### src/rtl/palette_encoder.sv
// palette_encoder
// Maps a 12-bit RGB444 pixel to the index of the nearest entry (Manhattan
// distance) in a writable 16-entry palette. Entries are scanned one per cycle.
// The scan stops early on an exact match. Ties keep the lowest index.
//
// Ports:
//   Clk        system clock, rising edge
//   Reset      synchronous active-high reset; clears FSM, result and palette
//   pal_we     palette write strobe (accepted in every state)
//   pal_waddr  palette entry to write
//   pal_wdata  {r[3:0], g[3:0], b[3:0]}
//   in_valid   in_rgb is valid
//   in_ready   encoder idle and able to accept a pixel
//   in_rgb     pixel to encode, sampled only on acceptance
//   out_valid  result valid, held until out_ready
//   out_ready  consumer accepts the result
//   out_index  nearest palette index
//   out_dist   |dr|+|dg|+|db| of the chosen entry
//   out_exact  result valid and out_dist == 0
module palette_encoder #(
    parameter int unsigned ENTRIES = 16,
    parameter int unsigned IDX_W   = 4
) (
    input  logic             Clk,
    input  logic             Reset,
    input  logic             pal_we,
    input  logic [IDX_W-1:0] pal_waddr,
    input  logic [11:0]      pal_wdata,
    input  logic             in_valid,
    output logic             in_ready,
    input  logic [11:0]      in_rgb,
    output logic             out_valid,
    input  logic             out_ready,
    output logic [IDX_W-1:0] out_index,
    output logic [5:0]       out_dist,
    output logic             out_exact
);

    localparam logic [IDX_W-1:0] LastIdx = IDX_W'(ENTRIES - 1);

    typedef enum logic [1:0] {StIdle, StScan, StDone} state_e;

    state_e           state;
    logic [11:0]      pal [ENTRIES];
    logic [11:0]      pix;
    logic [IDX_W-1:0] cnt;
    logic [IDX_W-1:0] best_idx;
    logic [5:0]       best_dist;
    logic             in_ready_q;
    logic             out_valid_q;

    logic [11:0]      entry;
    logic [5:0]       scan_dist;

    function automatic logic [3:0] abs_diff(input logic [3:0] a, input logic [3:0] b);
        return (a > b) ? (a - b) : (b - a);
    endfunction

    // The palette register read here holds its pre-edge value, so a write to the
    // entry being scanned in the same cycle only becomes visible next cycle.
    always_comb begin
        entry     = pal[cnt];
        scan_dist = {2'b00, abs_diff(entry[11:8], pix[11:8])}
                  + {2'b00, abs_diff(entry[7:4],  pix[7:4])}
                  + {2'b00, abs_diff(entry[3:0],  pix[3:0])};
    end

    always_ff @(posedge Clk) begin
        if (Reset) begin
            for (int i = 0; i < int'(ENTRIES); i++) begin
                pal[i] <= '0;
            end
        end else if (pal_we) begin
            pal[pal_waddr] <= pal_wdata;
        end
    end

    always_ff @(posedge Clk) begin
        if (Reset) begin
            state       <= StIdle;
            pix         <= '0;
            cnt         <= '0;
            best_idx    <= '0;
            best_dist   <= '0;
            in_ready_q  <= 1'b1;
            out_valid_q <= 1'b0;
        end else begin
            unique case (state)
                StIdle: begin
                    if (in_valid) begin
                        pix        <= in_rgb;
                        best_dist  <= 6'h3F;
                        best_idx   <= '0;
                        cnt        <= '0;
                        in_ready_q <= 1'b0;
                        state      <= StScan;
                    end
                end
                StScan: begin
                    // Strict compare: an equal distance later in the scan loses.
                    if (scan_dist < best_dist) begin
                        best_dist <= scan_dist;
                        best_idx  <= cnt;
                    end
                    if (scan_dist == 6'd0 || cnt == LastIdx) begin
                        out_valid_q <= 1'b1;
                        state       <= StDone;
                    end else begin
                        cnt <= cnt + 1'b1;
                    end
                end
                StDone: begin
                    if (out_ready) begin
                        out_valid_q <= 1'b0;
                        in_ready_q  <= 1'b1;
                        state       <= StIdle;
                    end
                end
                default: state <= StIdle;
            endcase
        end
    end

    assign in_ready  = in_ready_q;
    assign out_valid = out_valid_q;
    assign out_index = best_idx;
    assign out_dist  = best_dist;
    assign out_exact = out_valid_q && (best_dist == 6'd0);

endmodule

### config.mk
export PLATFORM = sky130hd
export DESIGN_NAME = palette_encoder
export DESIGN_NICKNAME = d
export VERILOG_FILES = /design/src/rtl/palette_encoder.sv
export SDC_FILE = /design/constraint.sdc
export NUM_CORES = 1
export LEC_CHECK = 0
export CORE_MARGIN = 2
export CORE_UTILIZATION = 50
export DETAILED_ROUTE_END_ITERATION = 8
export PLACE_DENSITY = 0.7
export RECOVER_POWER = 50
export SYNTH_ARGS = -nofsm -noshare
export SYNTH_HDL_FRONTEND = slang
export SYNTH_SLANG_ARGS = --single-unit
### constraint.sdc
create_clock -name Clk -period 5.4 [get_ports Clk]
set_input_delay 1.08 -clock Clk [delete_from_list [all_inputs] [get_ports Clk]]
set_output_delay 1.08 -clock Clk [all_outputs]
set_load 0.01 [all_outputs]
==> results of run 1 <==
==> worst register-to-register path: cells and delay by family, from the launching register on <==
kind / cells / cell delay [ns]
adder cells (fa/ha/maj): 4 / 1.31
multiplexers: 4 / 1.55
buffers and inverters: 8 / 0.88
AO/OA/AOI/OAI: 8 / 1.30
flip-flops: 1 / 0.38
XOR/XNOR: 1 / 0.15
AND/OR/NAND/NOR: 1 / 0.16
==> synthesized netlist by cell type (all sizes together), types with 2 or more instances <==
library cell / n
and2: 193
edfxtp: 192
mux4: 60
inv: 49
clkbuf: 40
dfxtp: 34
nand2: 31
ha: 30
a21oi: 26
nor2: 18
or2: 16
nor2b: 13
fa: 11
mux2i: 11
a21o: 10
buf: 9
nand2b: 8
a221oi: 7
o21ai: 7
nor3: 6
mux2: 5
or3: 5
xnor2: 5
and3: 4
nor3b: 4
o21bai: 3
xor2: 3
a211oi: 2
a41oi: 2
and4: 2
nand4: 2
nor4: 2
o31ai: 2
==> sequential cells by signal (all words and copies together), names as in the netlist, named ones only <==
| name | flops |
|---|---|
| pal | 192 |
| pix | 12 |
| out_dist | 6 |
| cnt | 4 |
| out_index | 4 |
| state | 2 |
| in_ready | 1 |
| out_valid | 1 |
==> logic make-up (layout without fill, tap and decap cells) <==
| family | Yosys count | after routing | share of synthesized area |
|---|---|---|---|
| AND/OR/NAND/NOR | 307 | 307 | 0.161 |
| flip-flops | 226 | 226 | 0.572 |
| buffers and inverters | 98 | 243 | 0.0355 |
| multiplexers | 76 | 76 | 0.136 |
| AO/OA/AOI/OAI | 62 | 63 | 0.0356 |
| adder cells (fa/ha/maj) | 42 | 42 | 0.0537 |
| XOR/XNOR | 8 | 8 | 0.00622 |
==> stage by stage <==
stage / cells / instance area (um2) / total power, mW / setup TNS, ns / utilization
2_1_floorplan: 819 / 11400 / 4.85 / -0.494 / -
3_3_place_gp: 1172 / 12600 / 6.19 / -4.14 / 0.573
3_5_place_dp: 1172 / 12600 / 6.37 / -7.87 / 0.573
4_1_cts: 1243 / 14000 / 9.27 / -5.76 / 0.637
5_1_grt: 1245 / 14000 / 10.3 / -10.05 / 0.638
6_report: 1245 / 14000 / 9.74 / -5.86 / 0.638
==> layer usage <==
metal,vias to the layer above,track usage
li1,3191,-
met1,3529,0.295
met2,197,0.435
met3,60,0.0324
met4,0,0.0863
met5,-,0
==> power groups by stage <==
stage	registers, mW	logic, mW	clock network (mW)
floorplan	2.13	2.71	0
global placement	2.14	4.05	0
detailed placement	2.15	4.21	0
CTS	2.12	5.46	1.69
global route	2.13	6.38	1.77
finish	2.12	5.95	1.68
==> area by class of cell <==
class	count	area (um2)
Fill cell	1599	7940
Inverter	49	184
Multi-Input combinational cell	496	4830
Timing Repair Buffer	151	1410
Clock inverter	15	160
Sequential cell	226	6450
Clock buffer	28	637
Tap cell	280	350
==> worst max path at each step <==
stage / endpoint / cells past startpoint
2_1_floorplan: out_index[0]$_SDFFE_PP0P_ / 25
3_3_place_gp: out_index[3]$_SDFFE_PP0P_ / 24
3_5_place_dp: out_index[2]$_SDFFE_PP0P_ / 23
4_1_cts: out_index[2]$_SDFFE_PP0P_ / 21
5_1_grt: out_index[3]$_SDFFE_PP0P_ / 26
6_report: out_index[0]$_SDFFE_PP0P_ / 26
==> timing repair <==
action,in CTS,in global routing
setup buffers,25,2
pin swaps,33,19
cloned,3,0
resized for setup,60,16
setup endpoints to repair,20,21
==> results_dict.tcl, run 1 <==
set metrics [dict create \
    status "finished with violations" \
    violations "setup timing" \
    p_int_mw 6.22 \
    p_switching_mw 3.53 \
    setup_viol 20 \
    start_util 0.513 \
    syn_area_per_cell_um2 13.8 \
    routed-wl-met3_mm 1.38 \
    routed.top_layer "met4" \
    cpLargestDelayFamily "multiplexers" \
    place_hpwl_mm 18.4 \
    post_drt_wl_per_cell_um 22.2 \
    pwr_density_cell_mw_per_mm2 695 \
    holdPathEnd "pix[7]$_SDFFE_PP0P_" \
    async_reset_ff_frac 0 \
    syn_inst 819 \
    cts_tree "yes" \
    rrSetupSlack_ns -0.43 \
    drc_errors 0 \
    holdWs_ns 0.479 \
    hp-start "pix[7]$_SDFFE_PP0P_" \
    grt_max_degree 42 \
    worstMarginPinSlew_ns 1.10 \
    cts.sinks 226 \
    crit_path_start_kind "register" \
    relSlewSlack 0.268 \
    grt_pass1_wl_mm 43.3 \
    wl_met2_mm 14.6 \
    overflow 0 \
    critical_path_class "register to register" \
    final_common_cell "edfxtp_1" \
    grt_pass1_vias 7504 \
    cp_common_cell "buf_12" \
    critPathBufInv 8 \
    power_frac_seq 0.217 \
    ys_top_cells_by_area "edfxtp_1 51%, mux4_2 11%, and2_1 11%, dfxtp_1 6.0%, ha_1 3.3%" \
    hold_viol 0 \
    crit_required_ns 5.80 \
    slew_violations 0 \
    ys_ff_latch 226 \
    wl_met1_mm 10.7 \
    io_pins 46 \
    rr_worst_depth 26 \
    synth_edf_count 192 \
    diodes 0 \
    drive_above_1_share 0.291 \
    clk_pin_slew_ns 0.06 \
    yosys_warnings 0 \
    htreeDepth 1 \
    synth_nets 893 \
    holdPathStages 2 \
    final.setup.worst_slack_ns -0.432 \
    swShare 0.362 \
    grt_setup_unrepaired "true" \
    min_path_type "register to register" \
    p_leak_nw 5.05 \
    pre_cts_ws_ns -0.523 \
    nets 1023 \
    vias_per_cell 5.60 \
    cp-end-kind "register" \
    cp.arrival_ns 6.23 \
    clk_latency_ns 0.52 \
    gp_congestion 0.880 \
    layout_common_cells "192 x edfxtp_1, 103 x and2_1, 89 x and2_0" \
    die_x_um 154 \
    die_y_um 154 \
    fin_crit_sh 1.08 \
    antenna_left 0 \
    combPwrFrac 0.611 \
    finalWirelength_mm 27.7 \
    clk_path_buf_depth 3 \
    vdd_ir_drop_max_uv 822 \
    syn_area_mm2 0.0113 \
    yosysSeqAreaShare 0.572 \
    core_mm2 0.0220 \
    cts_buffers 25 \
    drt_iter0_markers 348 \
    ys_types 50 \
    crit_slowest_cell "mux4_2" \
    area_growth_pct 24.4 \
    r2r-end "out_index[0]$_SDFFE_PP0P_" \
    synth_top_area_cell "edfxtp_1" \
    timing.fmax_mhz 171 \
    core.rowCount 54 \
    ctsHoldBuffers 0 \
    antenna_found_initial 0 \
    critPathMaxStageDelay_ns 0.56 \
    gr-usage-all-layers 0.240 \
    cp_max_fo 5 \
    dieArea_mm2 0.0238 \
    synth_top_area_frac 0.512 \
    p_clk_frac 0.172 \
    port_buffers 45 \
    fin_skew_ns 0.0154 \
    synth_top_flop_cell "edfxtp_1" \
    vias 6977 \
    max_cap_viol_count 0 \
    root_buffer "clkbuf_16" \
    drtPass1Iterations 6 \
    fin_crit_ns 5.83 \
]
Note: power is estimated with default switching activity, not from simulation.
==> inputs of run 2 (changes only) <==
--- a/config.mk
+++ b/config.mk
@@ -5,10 +5,11 @@
 export SDC_FILE = /design/constraint.sdc
 export NUM_CORES = 1
 export LEC_CHECK = 0
+export ABC_AREA = 0
 export CORE_MARGIN = 2
-export CORE_UTILIZATION = 50
+export CORE_UTILIZATION = 55
 export DETAILED_ROUTE_END_ITERATION = 8
-export PLACE_DENSITY = 0.7
+export PLACE_DENSITY = 0.76
 export RECOVER_POWER = 50
 export SYNTH_ARGS = -nofsm -noshare
 export SYNTH_HDL_FRONTEND = slang
==> run 2 against run 1 <==
The flow still finishes with violations (setup timing). Critical path depth down 3. Critical path type unchanged. Die area down 8.9%. Count of clock-buffer cells in the layout down 1. Critical endpoint unchanged. Register-to-register slack worse by 0.14 ns. Clock skew down 0.0086 ns.
==> results_dict.tcl, run 2 (synthesized netlist as in run 1, its figures left out) <==
set metrics [dict create \
    status "finished with violations" \
    violations "setup timing" \
    layout_common_cells "192 x edfxtp_1, 97 x and2_1, 95 x and2_0" \
    area_growth_pct 23.2 \
    gp_congestion 0.904 \
    core.rowCount 52 \
    min_path_type "register to register" \
    fin_skew_ns 0.00680 \
    core_mm2 0.0202 \
    critPathMaxStageDelay_ns 0.56 \
    holdWs_ns 0.484 \
    largest_reg_flops 192 \
    cp_max_fo 6 \
    htreeDepth 1 \
    crit_slowest_cell "fa_2" \
    pre_cts_ws_ns -0.637 \
    cp-end-kind "register" \
    post_drt_wl_per_cell_um 23.1 \
    nets 1023 \
    drt_iter0_markers 534 \
    critical_path_class "register to register" \
    fin_crit_sh 1.11 \
    grt_pass1_wl_mm 44.1 \
    max_cap_viol_count 0 \
    grt_setup_unrepaired "true" \
    die_y_um 147 \
    dieArea_mm2 0.0216 \
    grt_max_degree 44 \
    crit_path_start_kind "register" \
    gr-usage-all-layers 0.270 \
    place_hpwl_mm 19.5 \
    drtPass1Iterations 4 \
    clk_latency_ns 0.51 \
    antenna_left 0 \
    overflow 0 \
    vias 7105 \
    cts_buffers 25 \
    cts.sinks 226 \
    clk_pin_slew_ns 0.06 \
    crit_chain "buf_12 -> mux4_2 -> mux4_2 -> inv_2 -> ha_4 -> inv_4 -> fa_2 -> a21o_1 -> a21oi_2 -> a41oi_2 -> buf_4 -> mux2i_4 -> xor2_2 -> fa_1 -> buf_4 -> fa_2 -> inv_2 -> ha_4 -> a21oi_2 -> o21ai_2 -> maj3_2 -> a21o_4 -> mux2_4" \
    die_x_um 147 \
    timing.fmax_mhz 167 \
    clk_path_buf_depth 3 \
    root_buffer "clkbuf_16" \
    setup_viol 20 \
    finalWirelength_mm 28.6 \
    io_pins 46 \
    final.setup.worst_slack_ns -0.570 \
    drc_errors 0 \
    antenna_found_initial 4 \
    grt_pass1_vias 7896 \
    start_util 0.559 \
    drive_above_1_share 0.283 \
    port_buffers 45 \
    cp.arrival_ns 6.37 \
    relSlewSlack 0.290 \
    slew_violations 0 \
    fill_cells 1371 \
    hold_viol 0 \
    final_common_cell "edfxtp_1" \
    fin_crit_ns 5.97 \
    vias_per_cell 5.75 \
    top_register "pal" \
    crit_required_ns 5.80 \
    worstMarginPinSlew_ns 1.07 \
    ctsHoldBuffers 0 \
    cts_tree "yes" \
]
-- run 2: changes by cell type in the layout (fill, tap and decap cells not counted), moves of 4 or more --
cell             before  now
dlygate4sd3_1        11   17
and2_1              103   97
ha_4                 13    6
and2_0               89   95
clkdlybuf4s50_1      33   27
inv_2                14   10
ha_1                 16   22
buf_6                 4    9
clkinv_1              2    6
-- run 2: path summary, 6_finish.rpt --
kind | startpoint | endpoint | slack [ns] | cells after the start
worst max-delay path | register | out_index[0]$_SDFFE_PP0P_ | -0.57 | 23
worst min-delay path | pix[3]$_SDFFE_PP0P_ | pix[3]$_SDFFE_PP0P_ | 0.48 | 2
worst max register to register | register | out_index[0]$_SDFFE_PP0P_ | -0.57 | 23
worst min register to register | pix[3]$_SDFFE_PP0P_ | pix[3]$_SDFFE_PP0P_ | 0.48 | 2
-- run 2: final cells by class --
type,count,area (um2),area share
Sequential cell,226,6450,0.465
Multi-Input combinational cell,496,4790,0.346
Timing Repair Buffer,151,1370,0.0985
Clock buffer,27,633,0.0456
Tap cell,270,338,0.0243
Inverter,49,189,0.0136
Clock inverter,16,103,0.00739
Antenna cell,1,2.50,0.000180
-- run 2: worst max-delay path, delay by kind of cell (launching register included) --
kind                       cells  cell delay, ns
muxes                          4            1.52
AOI/OAI and AO/OA              6            0.90
DFF                            1            0.43
adders and majority gates      6            2.15
buffers and inverters          6            0.68
xor gates and xnor gates       1            0.16
-- run 2: metrics by stage --
step | util | instance area [um2] | setup TNS, ns | instances
finish | 0.688 | 13900 | -7.72 | 1236
global placement | 0.626 | 12600 | -4.30 | 1169
floorplan | - | 11400 | -0.494 | 819
detailed placement | 0.626 | 12600 | -9.71 | 1169
global route | 0.688 | 13900 | -10.72 | 1235
CTS | 0.686 | 13800 | -5.66 | 1232
-- run 2: routing by layer --
layer  routed length (um)  global-route usage
met2                14500               0.479
met5                   37                   0
met1                10800               0.312
met3                 1850              0.0630
met4                 1390               0.127
-- run 2: repair_timing --
action / CTS / global route
setup buffers: 19 / 3
gates resized for setup: 56 / 17
cloned: 2 / 0
pin swaps: 13 / 24
endpoints found under the setup margin: 21 / 21
Power of run 2 is not shown: default switching activity piles up to over one toggle a cycle in this logic, so the estimate is an artifact.
